<file path="src/rtl/proc_pkg.sv">
// Shared write-back definitions: RV32I load funct3 encodings, FSM states and
// the load legality rule used when a load is accepted.
package proc_pkg;

   localparam logic [2:0] F3_LB  = 3'b000;
   localparam logic [2:0] F3_LH  = 3'b001;
   localparam logic [2:0] F3_LW  = 3'b010;
   localparam logic [2:0] F3_LBU = 3'b100;
   localparam logic [2:0] F3_LHU = 3'b101;

   typedef enum logic {
      WB_IDLE      = 1'b0,
      WB_WAIT_LOAD = 1'b1
   } wb_state_e;

   // Known width and naturally aligned; bytes are always aligned.
   function automatic logic load_legal(input logic [2:0] f3, input logic [1:0] off);
      logic ok;
      ok = 1'b0;
      case (f3)
         F3_LB, F3_LBU: ok = 1'b1;
         F3_LH, F3_LHU: ok = (off[0] == 1'b0);
         F3_LW:         ok = (off == 2'b00);
         default:       ok = 1'b0;
      endcase
      return ok;
   endfunction

endpackage

</file>
<file path="src/rtl/load_align.sv">
// Combinational byte/half/word extraction from a full read word, followed by
// sign or zero extension according to the load funct3.
module load_align
   import proc_pkg::*;
(
   input  logic [31:0] word_i,
   input  logic [1:0]  offset_i,
   input  logic [2:0]  funct3_i,
   output logic [31:0] value_o
);

   logic [7:0]  byte_sel;
   logic [15:0] half_sel;

   always_comb begin
      byte_sel = 8'h00;
      case (offset_i)
         2'd0: byte_sel = word_i[7:0];
         2'd1: byte_sel = word_i[15:8];
         2'd2: byte_sel = word_i[23:16];
         2'd3: byte_sel = word_i[31:24];
         default: byte_sel = 8'h00;
      endcase
      half_sel = offset_i[1] ? word_i[31:16] : word_i[15:0];
   end

   always_comb begin
      value_o = word_i;
      case (funct3_i)
         F3_LB:   value_o = {{24{byte_sel[7]}}, byte_sel};
         F3_LBU:  value_o = {24'h0, byte_sel};
         F3_LH:   value_o = {{16{half_sel[15]}}, half_sel};
         F3_LHU:  value_o = {16'h0, half_sel};
         default: value_o = word_i;
      endcase
   end

endmodule

</file>
<file path="src/rtl/writeback_unit.sv">
// Write-back stage: retires ALU results, runs the single outstanding load,
// drives one registered register-file write per instruction, flags load-use.
module writeback_unit
   import proc_pkg::*;
(
   input  logic        clk,
   input  logic        rst_n,
   input  logic        ex_valid,
   output logic        ex_ready,
   input  logic        ex_is_load,
   input  logic [4:0]  ex_rd,
   input  logic [2:0]  ex_funct3,
   input  logic [31:0] ex_data,
   output logic        mem_req_valid,
   output logic [31:0] mem_req_addr,
   input  logic        mem_rsp_valid,
   input  logic [31:0] mem_rsp_data,
   input  logic [4:0]  dec_rs1,
   input  logic [4:0]  dec_rs2,
   output logic        load_hazard,
   output logic [4:0]  wb_addr,
   output logic [31:0] wb_data,
   output logic        wb_enable,
   output logic        err_misaligned
);

   wb_state_e   state_q;
   logic [4:0]  pend_rd_q;
   logic [2:0]  pend_f3_q;
   logic [1:0]  pend_off_q;
   logic [4:0]  wb_addr_q;
   logic [31:0] wb_data_q;
   logic        wb_en_q;
   logic        err_q;

   logic        accept;
   logic        legal;
   logic [31:0] load_val;

   assign ex_ready      = (state_q == WB_IDLE);
   assign accept        = ex_valid && ex_ready;
   assign legal         = load_legal(ex_funct3, ex_data[1:0]);
   assign mem_req_valid = accept && ex_is_load && legal;
   assign mem_req_addr  = {ex_data[31:2], 2'b00};

   // No hazard once the write is on the port: the register file forwards it.
   assign load_hazard = (state_q == WB_WAIT_LOAD) && (pend_rd_q != 5'd0) &&
                        ((pend_rd_q == dec_rs1) || (pend_rd_q == dec_rs2));

   load_align u_align (
      .word_i   (mem_rsp_data),
      .offset_i (pend_off_q),
      .funct3_i (pend_f3_q),
      .value_o  (load_val)
   );

   always_ff @(posedge clk or negedge rst_n) begin
      if (!rst_n) begin
         state_q    <= WB_IDLE;
         pend_rd_q  <= 5'd0;
         pend_f3_q  <= 3'd0;
         pend_off_q <= 2'd0;
         wb_addr_q  <= 5'd0;
         wb_data_q  <= 32'd0;
         wb_en_q    <= 1'b0;
         err_q      <= 1'b0;
      end else begin
         wb_en_q <= 1'b0;
         err_q   <= 1'b0;
         case (state_q)
            WB_IDLE: begin
               if (accept) begin
                  if (!ex_is_load) begin
                     wb_addr_q <= ex_rd;
                     wb_data_q <= ex_data;
                     wb_en_q   <= (ex_rd != 5'd0);
                  end else if (legal) begin
                     pend_rd_q  <= ex_rd;
                     pend_f3_q  <= ex_funct3;
                     pend_off_q <= ex_data[1:0];
                     state_q    <= WB_WAIT_LOAD;
                  end else begin
                     err_q <= 1'b1;
                  end
               end
            end
            WB_WAIT_LOAD: begin
               if (mem_rsp_valid) begin
                  wb_addr_q <= pend_rd_q;
                  wb_data_q <= load_val;
                  wb_en_q   <= (pend_rd_q != 5'd0);
                  state_q   <= WB_IDLE;
               end
            end
            default: state_q <= WB_IDLE;
         endcase
      end
   end

   assign wb_addr        = wb_addr_q;
   assign wb_data        = wb_data_q;
   assign wb_enable      = wb_en_q;
   assign err_misaligned = err_q;

endmodule

</file>
<file path="config.mk">
export PLATFORM = sky130hd
export DESIGN_NAME = writeback_unit
export DESIGN_NICKNAME = d
export VERILOG_FILES = /design/src/rtl/proc_pkg.sv /design/src/rtl/load_align.sv /design/src/rtl/writeback_unit.sv
export SDC_FILE = /design/constraint.sdc
export NUM_CORES = 1
export LEC_CHECK = 0
export BUFFER_PORTS_ARGS = -buffer_cell sky130_fd_sc_hd__buf_2
export CORE_MARGIN = 2
export CORE_UTILIZATION = 40
export CTS_BUF_LIST = sky130_fd_sc_hd__clkbuf_8
export DETAILED_ROUTE_END_ITERATION = 10
export PLACE_DENSITY = 0.71
export SLEW_MARGIN = 20
export SYNTH_ARGS = -nofsm -noshare
export SYNTH_HDL_FRONTEND = slang
export SYNTH_HIERARCHICAL = 1
export SYNTH_SLANG_ARGS = --single-unit
</file>
<file path="constraint.sdc">
create_clock -name clk -period 2.2 [get_ports clk]
set_clock_uncertainty 0.1 [all_clocks]
set_input_delay 0 -clock clk [delete_from_list [all_inputs] [get_ports clk]]
set_output_delay 0 -clock clk [all_outputs]
set_load 0.005 [all_outputs]
</file>
==> results of run 1 <==
==> cell usage in the layout, fill, tap and decap left out, types with 4 or more instances in the layout <==
| cell | netlist | layout |
|---|---|---|
| a21o_1 | 17 | 17 |
| a221o_1 | 8 | 8 |
| a22oi_1 | 7 | 7 |
| buf_2 | 9 | 158 |
| buf_4 | 33 | 9 |
| clkbuf_8 | 0 | 6 |
| dfrtp_1 | 50 | 49 |
| dlygate4sd3_1 | 0 | 46 |
| inv_1 | 3 | 4 |
| mux2_4 | 8 | 8 |
| mux2i_1 | 39 | 38 |
| nand2_1 | 73 | 73 |
| nand2b_1 | 7 | 7 |
| nor2b_1 | 4 | 4 |
| o21ai_0 | 37 | 37 |
| o21ai_1 | 12 | 12 |
| xnor2_1 | 4 | 4 |
| xor2_1 | 6 | 6 |
==> synthesized netlist by cell type (6+ instances only) <==
master	instances	area [µm²]
a21o_1	17	128
a221o_1	8	80.1
a22oi_1	7	52.6
buf_2	9	45.0
buf_4	33	248
clkbuf_1	13	48.8
dfrtp_1	50	1250
mux2_4	8	120
mux2i_1	39	390
nand2_1	73	274
nand2b_1	7	43.8
o21ai_0	37	185
o21ai_1	12	60.1
xor2_1	6	52.6
==> state kept, by name, indices dropped and copies added, names as in the netlist <==
register,cells
err_misaligned,1
pend_f3_q,3
pend_off_q,2
pend_rd_q,5
state_q,1
wb_addr,5
wb_data,32
wb_enable,1
==> per-layer routing <==
metal / routed length, µm / up-vias / share of wire (%) / GRT usage (%)
li1: - / 1541 / - / -
met3: 669 / 12 / 6.9 / 3.75
met5: 0 / - / 0 / 0
met2: 4690 / 128 / 48 / 37.5
met4: 139 / 0 / 1.4 / 5.68
met1: 4170 / 1452 / 43 / 27.8
==> per-stage QoR <==
stage / setup slack [ns] / area (µm²) / hold WS (ns) / std cells
finish: 0.148 / 4510 / 0.00370 / 630
global route: 0.0131 / 4510 / 0.0323 / 630
CTS: 0.146 / 4510 / 0.00584 / 630
global placement: 0.230 / 3960 / -0.114 / 577
detailed placement: 0.163 / 3960 / -0.121 / 577
floorplan: 0.291 / 3300 / -0.396 / 361
==> cell families (layout without fill, tap and decap cells) <==
group                  count (synthesis)  in the layout  share of synthesized area (%)
AO/OA/AOI/OAI                         91             91                           18.0
XOR/XNOR                              10             10                           2.66
multiplexers                          50             50                           16.9
flip-flops                            50             50                           38.0
buffers and inverters                 61            225                           11.5
AND/OR/NAND/NOR                       97             97                           12.9
other                                  1              2                          0.114
==> how the worst max path moves through the flow <==
stage,to,depth (start not counted)
floorplan,wb_data[14],6
global placement,wb_data[30],6
detailed placement,wb_data[30],6
CTS,wb_data[30],6
global route,wb_data[30],6
finish,wb_data[30],6
==> power groups by stage <==
stage	Combinational [µW]	Sequential, µW	Clock, µW
2_1_floorplan	896	1300	0
6_report	1450	1290	545
3_3_place_gp	1360	1300	0
5_1_grt	1620	1320	595
4_1_cts	1460	1290	561
3_5_place_dp	1390	1300	0
==> area by class of cell <==
cell class | instances | area, µm²
tap | 105 | 131
timing repair buffer | 214 | 1340
clock inverter | 1 | 3.75
sequential | 50 | 1250
inverter | 4 | 15.0
multi-input combinational | 250 | 1680
fill | 741 | 3590
clock buffer | 6 | 82.6
==> worst max-delay path, delay by kind of cell (launching register included) <==
kind               cells  cell delay, ns
AOI/OAI and AO/OA      3            0.75
DFF                    1            0.46
and+or+nand+nor        1            0.43
muxes                  2            0.22
==> key figures, run 1 <==
Detailed routing
  – Post-DR wirelength/cell: 15.3 µm
  – Via density: 4.97
  – DRT iter0 DRCs: 131
  – Final WL: 9670 µm
  – Drt drc: 0
  – Via count: 3,133
  – Post-route ant nets: 0
  – Drt first pass iters: 4

Logic synthesis
  – Syn_area_per_cell: 9.15 µm²
  – Post-synth EDFFs: 0
  – Synth Warn #: 6
  – Ys flop type: dfrtp_1
  – #FFs+latches synth: 50
  – Async S/R FF share, synth: 100%
  – Sequential share of the synthesized area: 38.0%
  – Synth Instances: 360
  – Yosys cell types: 37
  – Synthesized cell area: 3300 µm²

Critical path
  – Worst r2r src: pend_off_q[1]
  – Critical path type: reg -> reg
  – Critical Path, Cell by Cell: mux2i_1, or4_4, o22ai_4, a21o_1, mux2i_1, o21ai_0
  – CP startpoint: pend_off_q[1]
  – CP endpoint kind: register
  – R2R Path End: wb_data[30]
  – Startpoint type of the worst setup path: register
  – Largest stage delay, worst path: 0.46 ns
  – Worst Path Required: 2.31 ns
  – Max FO, Critical Path: 16
  – Reg2reg setup slack: 0.15 ns
  – Crit-path slowest cell: dfrtp_1
  – FF-to-FF path depth: 6
  – Worst EP arrival: 2.16 ns
  – Critical Path Most Common Cell: mux2i_1

Pwr
  – P per Cell Area: 729 nW/µm²
  – Total power: 3280 µW
  – Net Sw Frac: 35.7%
  – Clock Power Share: 16.6%
  – Comb power frac: 44.2%
  – P_int: 2110 µW
  – Sequential group share of total power: 39.2%
  – Switching power: 1170 µW
  – Max VDD drop: 332 µV
  – Total leakage power: 0.00235 µW

Timing
  – Worst slew pin tran: 0.686 ns
  – RSZ-0062 raised after global routing: no
  – Max Freq: 487 MHz
  – Setup Viol. Count Final: 0
  – Slew Limit Headroom: 54.2%
  – Final Hold Vio Count: 0
  – Minimum clock period: 2.05 ns
  – Pins Over Slew Limit: 0
  – Fin Setup TNS: 0 ns
  – Post-route clock period utilization: 93.3%

Die
  – Die height: 94.8 µm
  – Core ar.: 8090 µm²
  – Num rows: 33
  – Die area: 8980 µm²
  – I/O Pins: 161
  – Initial Utilization: 40.7%
  – Chip width: 94.8 µm

Cells and area
  – Finished Core Util: 55.7%
  – Ratio of cells with drive above 1 in the final layout: 36.6%
  – Final Net Count: 612
  – Syn-to-layout area delta: 36.7%
  – Number of antenna diodes: 0

Worst hold path
  – Hold Path End: wb_data[2]
  – Worst hold start: mem_rsp_data[2]
  – Min-Delay Path Class: in -> reg
  – WHS Path Cells: 5

Clock tree
  – H-tree Lvls: 2
  – Clk sinks: 50
  – Clock Latency Late Sink: 0.30 ns
  – CTS Root Buffer Type: clkbuf_8
  – CTS buffer count: 5
  – CTS tree: built
  – Hold Buf Count CTS: 46
  – CTS Buffer Depth: 2
  – Postcts setup bufs: 0
  – Post-cts sizing count: 0
  – Clock transition at path regs: 0.09 ns

Global route
  – Gr usage total: 21.6%
  – Vias in the first global route: 3,118
  – First-pass GRT wire length: 15,100 µm
  – Pin count of the biggest net entering global routing: 75
  – Initial antenna violation count: 0
  – Global route overflow: 0

Placed design
  – Dpl hpwl: 6930 µm
  – GPL Wtd Cong: 0.904
  – Number of port buffers: 158

Run
  – Maxcap violations: 0

Status
  – Status: finished, final reports clean
Note: power is estimated with default switching activity, not from simulation.
==> inputs of run 2 (changes only) <==
- PLACE_DENSITY: 0.71 -> 0.77
==> key figures, run 2 (synthesis results as in run 1) <==
Timing
  – Minimum clock period: 2.02 ns
  – Worst slew pin tran: 0.831 ns
  – Slew Limit Headroom: 44.6%
  – Final WS setup: 0.183 ns
  – Post-route clock period utilization: 91.7%
  – RSZ-0062 raised after global routing: no
  – Setup Viol. Count Final: 0
  – Fin Setup TNS: 0 ns
  – Max Freq: 496 MHz
  – Final Hold Vio Count: 0
  – Pins Over Slew Limit: 0

Global route
  – First-pass GRT wire length: 14,800 µm
  – Pin count of the biggest net entering global routing: 75
  – Vias in the first global route: 2,993
  – Gr usage total: 21.6%
  – Initial antenna violation count: 0
  – Global route overflow: 0

Die
  – Core ar.: 8090 µm²
  – Initial Utilization: 40.7%
  – Chip width: 94.8 µm
  – Die area: 8980 µm²
  – I/O Pins: 161
  – Num rows: 33
  – Die height: 94.8 µm

Pwr
  – Clock Power Share: 17.7%
  – Net Sw Frac: 36.5%
  – P_int: 2110 µW
  – Total power: 3330 µW
  – P per Cell Area: 737 nW/µm²
  – Total leakage power: 0.00234 µW
  – Switching power: 1220 µW
  – Comb power frac: 43.5%
  – Max VDD drop: 433 µV
  – Sequential group share of total power: 38.7%

Detailed routing
  – DRT iter0 DRCs: 122
  – Post-route ant nets: 0
  – Via count: 3,180
  – Drt first pass iters: 7
  – Final WL: 9890 µm
  – Drt drc: 0
  – Post-DR wirelength/cell: 15.7 µm
  – Via density: 5.05

Critical path
  – Max FO, Critical Path: 8
  – Worst EP arrival: 2.10 ns
  – Crit path to: wb_data[12]
  – CP endpoint kind: register
  – Reg2reg setup slack: 0.18 ns
  – Worst r2r src: pend_off_q[1]
  – Startpoint type of the worst setup path: register
  – R2R Path End: wb_data[12]
  – Critical path type: reg -> reg
  – Worst Path Required: 2.28 ns
  – CP startpoint: pend_off_q[1]
  – FF-to-FF path depth: 5

Cells and area
  – Ratio of cells with drive above 1 in the final layout: 36.8%
  – Final Net Count: 611
  – Max reg flops: 32
  – Multi-input logic area: 1680 µm²
  – Finished Cell Area: 4520 µm²
  – Register area: 1250 µm²
  – Syn-to-layout area delta: 37.2%
  – Most frequent cells in the layout: buf_2 (158), nand2_1 (73), dfrtp_1 (48), dlygate4sd3_1 (48), mux2i_1 (38)
  – Number of antenna diodes: 0
  – Commonest non-fill, non-tap cell in the layout: buf_2
  – Number of fill cells: 746

Placed design
  – Number of port buffers: 158
  – DP Worst Slack: 0.157 ns
  – GPL Wtd Cong: 0.888
  – Dpl hpwl: 7010 µm
  – Placement Cell Area: 3940 µm²

Clock tree
  – Clock Latency Late Sink: 0.31 ns
  – Clock transition at path regs: 0.10 ns
  – CTS tree: built
  – Clk sinks: 50
  – Postcts setup bufs: 0
  – H-tree Lvls: 2
  – CTS Buffer Depth: 2
  – CTS buffer count: 5
  – CTS Root Buffer Type: clkbuf_8

Status
  – Status: finished, final reports clean

Worst hold path
  – WHS Path Cells: 5
  – Min-Delay Path Class: in -> reg

Run
  – Maxcap violations: 0
[run 2: per-stage QoR]
stage	instances	utilization (%)	hold WS [ns]
6_report	630	55.9	0.00366
3_5_place_dp	574	48.6	0.0328
5_1_grt	630	55.9	0.0340
3_3_place_gp	574	48.6	0.0324
2_1_floorplan	361	-	-0.396
4_1_cts	630	55.8	0.000428
[run 2: how the worst min path moves through the flow]
stage / startpoint / endpoint
2_1_floorplan: rst_n / err_misaligned
3_3_place_gp: rst_n / wb_data[3]
3_5_place_dp: rst_n / wb_data[3]
4_1_cts: mem_rsp_data[3] / wb_data[3]
5_1_grt: mem_rsp_data[3] / wb_data[3]
6_report: mem_rsp_data[3] / wb_data[3]
[run 2: power groups by stage]
stage	registers [µW]	logic (µW)	clock network (µW)
finish	1290	1450	591
CTS	1290	1450	613
detailed placement	1310	1390	0
floorplan	1300	896	0
global route	1320	1610	649
global placement	1300	1360	0
[run 2: layout make-up]
cell class,count,share of cell area (%)
Clock buffer,6,1.83
Clock inverter,2,0.387
Inverter,4,0.332
Multi-Input combinational cell,250,37.3
Sequential cell,50,27.7
Tap cell,105,2.91
Timing Repair Buffer,213,29.6
[run 2: per-layer routing]
layer  GRT usage (%)  wire length (µm)
met3            3.67               605
met2            38.7              4990
met4            4.71               129
met5               0                 0
met1            27.1              4160
[run 2: critical path, cell delays in order (launching register included)]
cell	delay [ns]
dfrtp_2	0.43
mux4_2	0.53
and3b_1	0.28
a221o_1	0.29
mux2i_1	0.14
o21ai_0	0.11
[run 2: what timing repair did]
action                                  4_1_cts  5_1_grt
hold buffers                                 48        0
hold endpoints to repair                     83        0
resized for setup                             0        2
endpoints found under the setup margin        0        1
